## src/rtl/peripheral_adder_sequencer.sv

```systemverilog
// Nibble-serial add/subtract controller driving a shared 4-bit adder.
// One nibble per clock, LSB first, with registered inter-nibble carry.
module peripheral_adder_sequencer #(
  parameter int WIDTH = 16
) (
  input  logic             clk,
  input  logic             rst,
  input  logic             req_valid,
  output logic             req_ready,
  input  logic [WIDTH-1:0] req_a,
  input  logic [WIDTH-1:0] req_b,
  input  logic             req_cin,
  input  logic             req_sub,
  output logic             rsp_valid,
  input  logic             rsp_ready,
  output logic [WIDTH-1:0] rsp_sum,
  output logic             rsp_cout,
  output logic             rsp_ovf,
  output logic             busy,
  output logic [3:0]       add_x,
  output logic [3:0]       add_y,
  output logic             add_cin,
  input  logic [3:0]       add_sum,
  input  logic             add_cout
);

  localparam int NIB = WIDTH / 4;
  localparam int IW  = (NIB > 1) ? $clog2(NIB) : 1;

  localparam logic [1:0] IDLE = 2'd0;
  localparam logic [1:0] RUN  = 2'd1;
  localparam logic [1:0] DONE = 2'd2;

  logic [1:0]       state;
  logic [WIDTH-1:0] a_r;
  logic [WIDTH-1:0] b_r;
  logic [WIDTH-1:0] sum_r;
  logic             carry_r;
  logic [IW-1:0]    idx;
  logic             run;
  logic             done;
  logic             last;

  assign run  = (state == RUN);
  assign done = (state == DONE);
  assign last = (idx == IW'(NIB - 1));

  always_ff @(posedge clk) begin
    if (rst) begin
      state   <= IDLE;
      a_r     <= '0;
      b_r     <= '0;
      sum_r   <= '0;
      carry_r <= 1'b0;
      idx     <= '0;
    end else begin
      case (state)
        IDLE: begin
          if (req_valid) begin
            // Subtract is A + ~B + 1; the +1 rides in on the carry.
            a_r     <= req_a;
            b_r     <= req_sub ? ~req_b : req_b;
            carry_r <= req_sub ? 1'b1 : req_cin;
            idx     <= '0;
            state   <= RUN;
          end
        end
        RUN: begin
          sum_r[4*idx +: 4] <= add_sum;
          carry_r           <= add_cout;
          if (last) begin
            idx   <= '0;
            state <= DONE;
          end else begin
            idx <= idx + 1'b1;
          end
        end
        DONE: begin
          if (rsp_ready) state <= IDLE;
        end
        default: state <= IDLE;
      endcase
    end
  end

  assign req_ready = (state == IDLE);
  assign busy      = run | done;
  assign rsp_valid = done;

  assign add_x   = run ? a_r[4*idx +: 4] : 4'h0;
  assign add_y   = run ? b_r[4*idx +: 4] : 4'h0;
  assign add_cin = run & carry_r;

  assign rsp_sum  = done ? sum_r : '0;
  assign rsp_cout = done & carry_r;
  assign rsp_ovf  = done
                  & (a_r[WIDTH-1] == b_r[WIDTH-1])
                  & (sum_r[WIDTH-1] != a_r[WIDTH-1]);

endmodule

```

## config.mk

```make
export PLATFORM = sky130hd
export DESIGN_NAME = peripheral_adder_sequencer
export DESIGN_NICKNAME = d
export VERILOG_FILES = /design/src/rtl/peripheral_adder_sequencer.sv
export SDC_FILE = /design/constraint.sdc
export NUM_CORES = 1
export LEC_CHECK = 0
export CAP_MARGIN = 10
export CORE_MARGIN = 2
export CORE_UTILIZATION = 30
export CTS_CLUSTER_DIAMETER = 150
export DETAILED_ROUTE_END_ITERATION = 7
export GPL_TIMING_DRIVEN = 0
export MAX_ROUTING_LAYER = met4
export PLACE_DENSITY_LB_ADDON = 0.25
export SLEW_MARGIN = 20
export SYNTH_ARGS = -nofsm -noshare
export SYNTH_HDL_FRONTEND = slang
export SYNTH_SLANG_ARGS = --single-unit
```

## constraint.sdc

```tcl
create_clock -name clk -period 5.05 [get_ports clk]
set_input_delay 1.01 -clock clk [delete_from_list [all_inputs] [get_ports clk]]
set_output_delay 1.01 -clock clk [all_outputs]
set_load 0.01 [all_outputs]
```

After elaboration in Yosys (flattened, before gate mapping). Cells that the tools add are included.

Output and inout bits: 30. Flip-flop bits (word level): 53. Word-level logic and storage cells: 46. Input bits: 43.

Muxes and demuxes: 15. Add/sub/neg operators: 2. Reduce and logical (&&, ||, !) cells: 5. Shift-type cells: 4. Bitwise gates (word level): 6. Equal/unequal tests: 8.

Operator list (count): $neg 4->34 (1); $shift 4x34->16 const A (1); $shiftx 4x34->16 (1); $mux 16 (2); $shiftx 16x5->4 (2); $bwmux 16 (1); $not 16->16 (1); $mux 2 (5); $mux 4 (2); $pmux 2 s3 (1); $and 1x1->1 (4); $eq 2x2->1 const B (2); $ne 2x2->1 const B (2); $pmux 2 s2 (1); $reduce_and 2->1 (2); $reduce_and 3->1 (1); $add 2x1->2 const B (1); $eq 2x1->1 const B (1); $logic_not 2->1 (1); $mux 1 (2); $ne 2x1->1 const B (1); $pmux 1 s2 (1); $reduce_bool 2->1 (1); $eq 1x1->1 (1); other kinds (2) (2).

Logic depth before layout (Yosys ltp). Gate-level depths: netlist of run 1.

Depth in word-level cells: 3. Depth in mapped cells: 8. Depth with buffers taken out: 5.

Worst setup path before layout of run 1. OpenSTA, ideal clock, no wires.

Path kind: register to output. From: reg idx[0]. To: out add_x[2]. Data arrival time: 1.274 ns. Required time: 4.040 ns. Setup slack: 2.766 ns. Path buffers: 2. Cell stages (with the launch flop): 5. Path through: dfxtp_1 > buf_6 > buf_8 > mux4_2 > and2_1.

Longest elaborated chain between the ends: 2.

RTL lines: from (decl) (RTL line 39) `logic [IW-1:0] idx;`; from (signal assigned) (RTL line 75) `idx <= idx + 1'b1;`; $shiftx 16x5->4 (RTL line 90) `assign add_x = run ? a_r[4*idx +: 4] : 4'h0;`; $mux 4 (RTL line 90); to (decl) (RTL line 20) `output logic [3:0] add_x,`.

No other way between the ends.

Worst setup path in the final report of run 1.
From: reg state[1]. To: out add_y[3].

Longest elaborated chain between the ends: 2.

RTL lines: from (decl) (RTL line 34) `logic [1:0] state;`; from (signal assigned) (RTL line 50) `state <= IDLE;`; from (signal assigned) (RTL line 65) `state <= RUN;`; from (signal assigned) (RTL line 73) `state <= DONE;`; $eq 2x1->1 (RTL line 44) `assign run = (state == RUN);`; $mux 4 (RTL line 91) `assign add_y = run ? b_r[4*idx +: 4] : 4'h0;`; to (decl) (RTL line 21) `output logic [3:0] add_y,`.

No other way between the ends.

==> flow_metrics.tcl, run 1 <==
set metrics [dict create \
    netlist_area_um2 2650 \
    netlist_top_cells_area "dfxtp_1 40%, nand2_1 7.2%, and2_1 6.4%, a21oi_1 5.5%, xnor2_1 5.3%" \
    power_density_nw_per_um2 359 \
    ys.flop_type "dfxtp_1" \
    cts_tree "done" \
    cts_root_buffer "clkbuf_8" \
    yosysUniqueCellTypes 31 \
    die_h_um 98.0 \
    setup_tns_ns 0 \
    cts.sinks 53 \
    synth_fa_ha_area_frac 0.0425 \
    area_delta_synth_final_pct 35.3 \
    clk_pin_slew_ns 0.09 \
    wl_mm 6.63 \
    placed_cells 475 \
    via_per_inst 4.76 \
    switchingPower_w 0.000461 \
    synth_warnings 0 \
    synth_edf_count 0 \
    yosysTopAreaCell "dfxtp_1" \
    synth_xor_xnor_area_share 0.0528 \
    post-dp-hpwl_mm 5.01 \
    power.share.clock 0.202 \
    dr_total_vias 2301 \
    endpoint_kind "output port" \
    syn_nets 349 \
    die_w_um 98.0 \
    maxCapViolCount 0 \
    cts_setup_buffers 0 \
    post-route-drc-count 0 \
    worstMarginPinSlew_ns 0.537 \
    switching_share 0.357 \
    critPathMaxFanout 10 \
    max_freq_mhz 303 \
    num-fill-cells 900 \
    postRouteAntennaNets 0 \
    outcome "complete, no violations" \
    final_nets 426 \
    cts_hold_buf 0 \
    p_int_w 0.000829 \
    cts_buffers 5 \
    cts.htree.levels 2 \
    fp-row-count 34 \
    wl_per_cell_um 13.7 \
    ys_top_cells_by_count "53 x dfxtp_1, 51 x nand2_1, 29 x a21oi_1" \
    gp_congestion 0.800 \
    synth_top_family_by_area "simple AND/OR/NAND/NOR gates" \
    numPortBuffers 70 \
    grt_pass1_wl_mm 10.8 \
    relSlewSlack 0.642 \
    period_share 0.653 \
    start_util 0.307 \
    clock_latency_ns 0.31 \
    final_cell_area_um2 3590 \
    placed_cell_area_um2 3490 \
    antenna_found_initial 0 \
    cts_resized 0 \
    critPathLaunchType "flip-flop" \
    final_cell_count_no_fill 483 \
    drt_iter0_markers 37 \
    peakVddDrop_mv 0.136 \
    gr-total-overflow 0 \
    coreArea_um2 8640 \
    worstSetupPathType "reg -> out" \
    synth_compound_area_frac 0.132 \
    antenna_cells 0 \
    leakagePower_nw 1.27 \
    setup_violations 0 \
    dieArea_um2 9610 \
    synth_mux_area_frac 0.0759 \
    fin_util 0.416 \
    sequentialPowerShare 0.407 \
    grt_pass1_vias 2197 \
    yosysTopAreaCellShare 0.400 \
    cp.arrival_ns 2.29 \
    slew_violations 0 \
    rsz0062_at_grt "false" \
    synth-simple-area-share 0.246 \
    min_path_type "reg -> reg" \
    grt_max_degree 18 \
    drtPass1Iterations 4 \
    cp.required_ns 4.04 \
    synthArstFlopShare 0 \
    hold_violations 0 \
    synth_cells 297 \
    ys_ff_latch 53 \
    pwr-share-comb 0.392 \
    cts_max_path_buffers 2 \
    track_usage 0.143 \
    finalCriticalPeriod_ns 3.30 \
    skew_ns 0.00945 \
    drive_gt1_frac 0.0693 \
    avgSynthCellArea_um2 8.93 \
    hold_slack_ns 0.453 \
    synth_most_common_cell "dfxtp_1" \
    io_pins 73 \
    ys_seq_area_frac 0.400 \
]
[metal layers]
layer | track usage | up-vias | routed length [µm]
li1 | - | 1185 | -
met1 | 0.186 | 1043 | 3190
met2 | 0.230 | 65 | 3050
met3 | 0.0286 | 8 | 345
met4 | 0.0288 | 0 | 49
met5 | - | - | 0
[cell usage in the layout (no fill, tap or decap), drive strengths merged]
| cell | n |
|---|---|
| a211o | 1 |
| a211oi | 16 |
| a21boi | 1 |
| a21oi | 29 |
| a32oi | 6 |
| and2 | 27 |
| and3 | 2 |
| buf | 12 |
| clkbuf | 16 |
| clkdlybuf4s50 | 70 |
| clkinv | 1 |
| dfxtp | 53 |
| ha | 9 |
| inv | 6 |
| mux2i | 1 |
| mux4 | 8 |
| nand2 | 51 |
| nand2b | 3 |
| nand3b | 1 |
| nand4 | 10 |
| nand4b | 4 |
| nor2 | 24 |
| nor2b | 2 |
| nor3 | 1 |
| nor3b | 2 |
| nor4b | 1 |
| o31ai | 2 |
| xnor2 | 16 |
[final timing paths]
kind                            slack [ns]        end  depth (start not counted)      start
worst min register to register        0.45  sum_r[10]                          2  sum_r[10]
worst max register to register        2.90   sum_r[9]                          7     idx[0]
worst max-delay path                  1.75   add_y[3]                          6   state[1]
worst min-delay path                  0.45  sum_r[10]                          2  sum_r[10]
[cell type report]
class	count	area, µm²	area share
Inverter	5	18.8	0.00523
Clock buffer	6	82.6	0.0230
Clock inverter	2	17.5	0.00488
Tap cell	108	135	0.0377
Sequential cell	53	1060	0.296
Multi-Input combinational cell	217	1460	0.406
Timing Repair Buffer	70	701	0.195
Buffer	22	116	0.0324
[metrics by stage]
step                      setup WS, ns  power, W
final                             1.75   0.00129
after global routing              1.55   0.00138
after global placement            2.11   0.00103
after detailed placement          2.03   0.00105
after CTS                         1.65   0.00131
after floorplan                   2.77  0.000865
[state kept, by name (all words and copies together), names as in the netlist]
signal	count
carry_r	1
idx	2
state	2
a_r	16
sum_r	16
b_r	16
[cell families (layout without fill, tap and decap cells)]
family	after synthesis	in the layout
multiplexers	9	9
AND/OR/NAND/NOR	128	128
flip-flops	53	53
buffers and inverters	27	105
XOR/XNOR	16	16
AO/OA/AOI/OAI	55	55
adder cells (fa/ha/maj)	9	9
[worst max-delay path: stages, from the launching register on]
cell	delay, ns
dfxtp_1	0.32
inv_1	0.13
ha_1	0.17
buf_2	0.20
clkbuf_1	0.37
and2_1	0.23
clkdlybuf4s50_1	0.55
[power by group through the flow]
| stage | combinational [W] | clock [W] | sequential, W |
|---|---|---|---|
| after floorplan | 0.000343 | 0 | 0.000522 |
| after global placement | 0.000502 | 0 | 0.000532 |
| after detailed placement | 0.000512 | 0 | 0.000535 |
| after CTS | 0.000514 | 0.000268 | 0.000525 |
| after global routing | 0.000562 | 0.000281 | 0.000533 |
| final | 0.000505 | 0.000260 | 0.000525 |
Note: power is estimated with default switching activity, not from simulation.
==> run 2, diff against run 1 <==
==> constraint.sdc (replaced) <==
create_clock -name clk -period 3.2 [get_ports clk]
set_input_delay 0.64 -clock clk [delete_from_list [all_inputs] [get_ports clk]]
set_output_delay 0.64 -clock clk [all_outputs]
set_load 0.01 [all_outputs]
==> results of run 2 <==
The final DEF is identical to that of run 1. Status: complete, no violations.
Among the figures that moved: setup slack after placement 2.03 ns -> 0.547 ns; setup slack after layout 1.75 ns -> 0.270 ns; register-to-register setup slack 2.90 ns -> 1.05 ns; total power 0.00129 W -> 0.00204 W; worst IR drop on VDD 0.136 mV -> 0.214 mV
==> run 3, diff against run 2 <==
--- a/config.mk
+++ b/config.mk
@@ -7,7 +7,7 @@
 export LEC_CHECK = 0
 export CAP_MARGIN = 10
 export CORE_MARGIN = 2
-export CORE_UTILIZATION = 30
+export CORE_UTILIZATION = 40
 export CTS_CLUSTER_DIAMETER = 150
 export DETAILED_ROUTE_END_ITERATION = 7
 export GPL_TIMING_DRIVEN = 0
==> run 3 against run 2 <==
Effect of this change:
- total power fell by 1.9%
- largest power group unchanged
- hold slack got worse by 0.0038 ns
- global-route usage rose by 4.0 points
- routed wire length fell by 5.7%
- worst setup slack got worse by 0.0023 ns
- clock-buffer cell count rose by 1
- utilization rose by 14 points
- via count rose by 1.0%
- largest cell class unchanged
- critical path type unchanged
- die area fell by 24%
- combinational power fell by 0.8%
- sequential share of layout area rose by 0.44 points
- critical endpoint unchanged
- maximum frequency barely moved
==> flow_metrics.tcl, run 3 (synthesis gave the netlist of run 1 again) <==
set metrics [dict create \
    cts.htree.levels 2 \
    post-route-drc-count 0 \
    finalCriticalPeriod_ns 2.93 \
    final_cell_area_um2 3540 \
    r2r_cells 8 \
    path_depth 6 \
    dr_total_vias 2324 \
    worstSetupPathType "reg -> out" \
    final_cell_mix "70 x clkdlybuf4s50_1, 53 x dfxtp_1, 51 x nand2_1, 29 x a21oi_1, 27 x and2_1" \
    power_density_nw_per_um2 565 \
    hold_violations 0 \
    wl_mm 6.25 \
    placed_cell_area_um2 3450 \
    outcome "complete, no violations" \
    via_per_inst 5.15 \
    leakagePower_nw 1.26 \
    cp_num_buf_inv 4 \
    gp_congestion 0.805 \
    maxCapViolCount 0 \
    worstMarginPinSlew_ns 0.543 \
    path_cells "inv_1 -> ha_1 -> buf_2 -> clkbuf_1 -> and2_1 -> clkdlybuf4s50_1" \
    critPathMaxFanout 10 \
    area_delta_synth_final_pct 33.3 \
    slowest_delay_ns 0.55 \
    antenna_cells 0 \
    hold_path_depth 2 \
    endpoint_kind "output port" \
    setup_tns_ns 0 \
    postRouteAntennaNets 0 \
    skew_ns 0.00273 \
    io_pins 73 \
    critPathSlowestCell "clkdlybuf4s50_1" \
    cts_buffers 5 \
    period_share 0.916 \
    crit_family "buffers and inverters" \
    drt_iter0_markers 83 \
    post-dp-hpwl_mm 4.74 \
    grt_pass1_wl_mm 10.3 \
    top_regs "a_r x16, b_r x16, sum_r x16" \
    setup_violations 0 \
    relSlewSlack 0.638 \
    cts_tree "done" \
    antenna_found_initial 0 \
    start_util 0.415 \
    cts_root_buffer "clkbuf_8" \
    slew_violations 0 \
    final_nets 426 \
    cts_resized 0 \
    num-fill-cells 599 \
    drtPass1Iterations 4 \
    track_usage 0.183 \
    max_freq_mhz 341 \
    critPathLaunchType "flip-flop" \
    drive_gt1_frac 0.0642 \
    min_path_type "reg -> reg" \
    fp-row-count 29 \
    numPortBuffers 70 \
    r2r_end "sum_r[9]" \
    die_h_um 85.4 \
    multi_input_area_um2 1460 \
    rsz0062_at_grt "false" \
    cts.sinks 53 \
    cp.required_ns 2.56 \
    mostFrequentLayoutCell "clkdlybuf4s50_1" \
    cts_max_path_buffers 2 \
    reg2reg_slack_ns 1.11 \
    grt_pass1_vias 2215 \
    final-seq-area_um2 1060 \
    wl_per_cell_um 13.9 \
    grt_max_degree 15 \
    die_w_um 85.4 \
    gr-total-overflow 0 \
    timing.rr.start "idx[0]" \
    hold_end "sum_r[11]" \
    coreArea_um2 6390 \
    cts_hold_buf 0 \
    cts_setup_buffers 0 \
    hp-start "sum_r[11]" \
    dieArea_um2 7300 \
    clock_latency_ns 0.30 \
    hold_slack_ns 0.450 \
    peakVddDrop_mv 0.254 \
    cp.arrival_ns 2.29 \
    clk_pin_slew_ns 0.09 \
]
==> run 3: area by class of cell <==
type,count,area share
flip-flops and latches,53,0.300
clock buffers,7,0.0244
well taps,77,0.0272
plain buffers,22,0.0329
multi-input cells,217,0.412
repair buffers,70,0.198
inverters,5,0.00531
==> run 3: metal layers <==
metal / track usage / share of wire / wire [µm]
met1: 0.223 / 0.45 / 2780
met2: 0.302 / 0.49 / 3050
met3: 0.0350 / 0.051 / 319
met4: 0.0649 / 0.016 / 100
met5: - / 0 / 0
==> run 3: per-stage QoR <==
step / setup slack [ns] / cells / util / power, W
floorplan: 1.29 / 297 / - / 0.00137
global placement: 0.643 / 444 / 0.540 / 0.00162
detailed placement: 0.645 / 444 / 0.540 / 0.00163
CTS: 0.288 / 451 / 0.554 / 0.00201
global route: 0.162 / 451 / 0.554 / 0.00213
finish: 0.268 / 451 / 0.554 / 0.00200
==> run 3: power by group <==
part | switching (W) | internal (W)
Clock | 0.000207 | 0.000172
Combinational | 0.000431 | 0.000360
Sequential | 0.0000565 | 0.000769
Total | 0.000695 | 0.00130
==> run 3: worst register-to-register path: cells and delay by family (launching register included) <==
kind | cells | cell delay [ns]
AND/OR/NAND/NOR | 2 | 0.60
buffers and inverters | 4 | 0.64
flip-flops | 1 | 0.39
AO/OA/AOI/OAI | 1 | 0.17
adder cells (fa/ha/maj) | 1 | 0.22
==> run 3: how the worst max path moves through the flow <==
stage          endpoint  slack (ns)      from
6_report       add_y[3]        0.27  state[1]
3_3_place_gp   add_y[3]        0.64  state[1]
4_1_cts        add_y[0]        0.29  state[1]
3_5_place_dp   add_y[0]        0.65  state[1]
5_1_grt        add_y[0]        0.16  state[1]
2_1_floorplan  add_x[2]        1.29    idx[0]
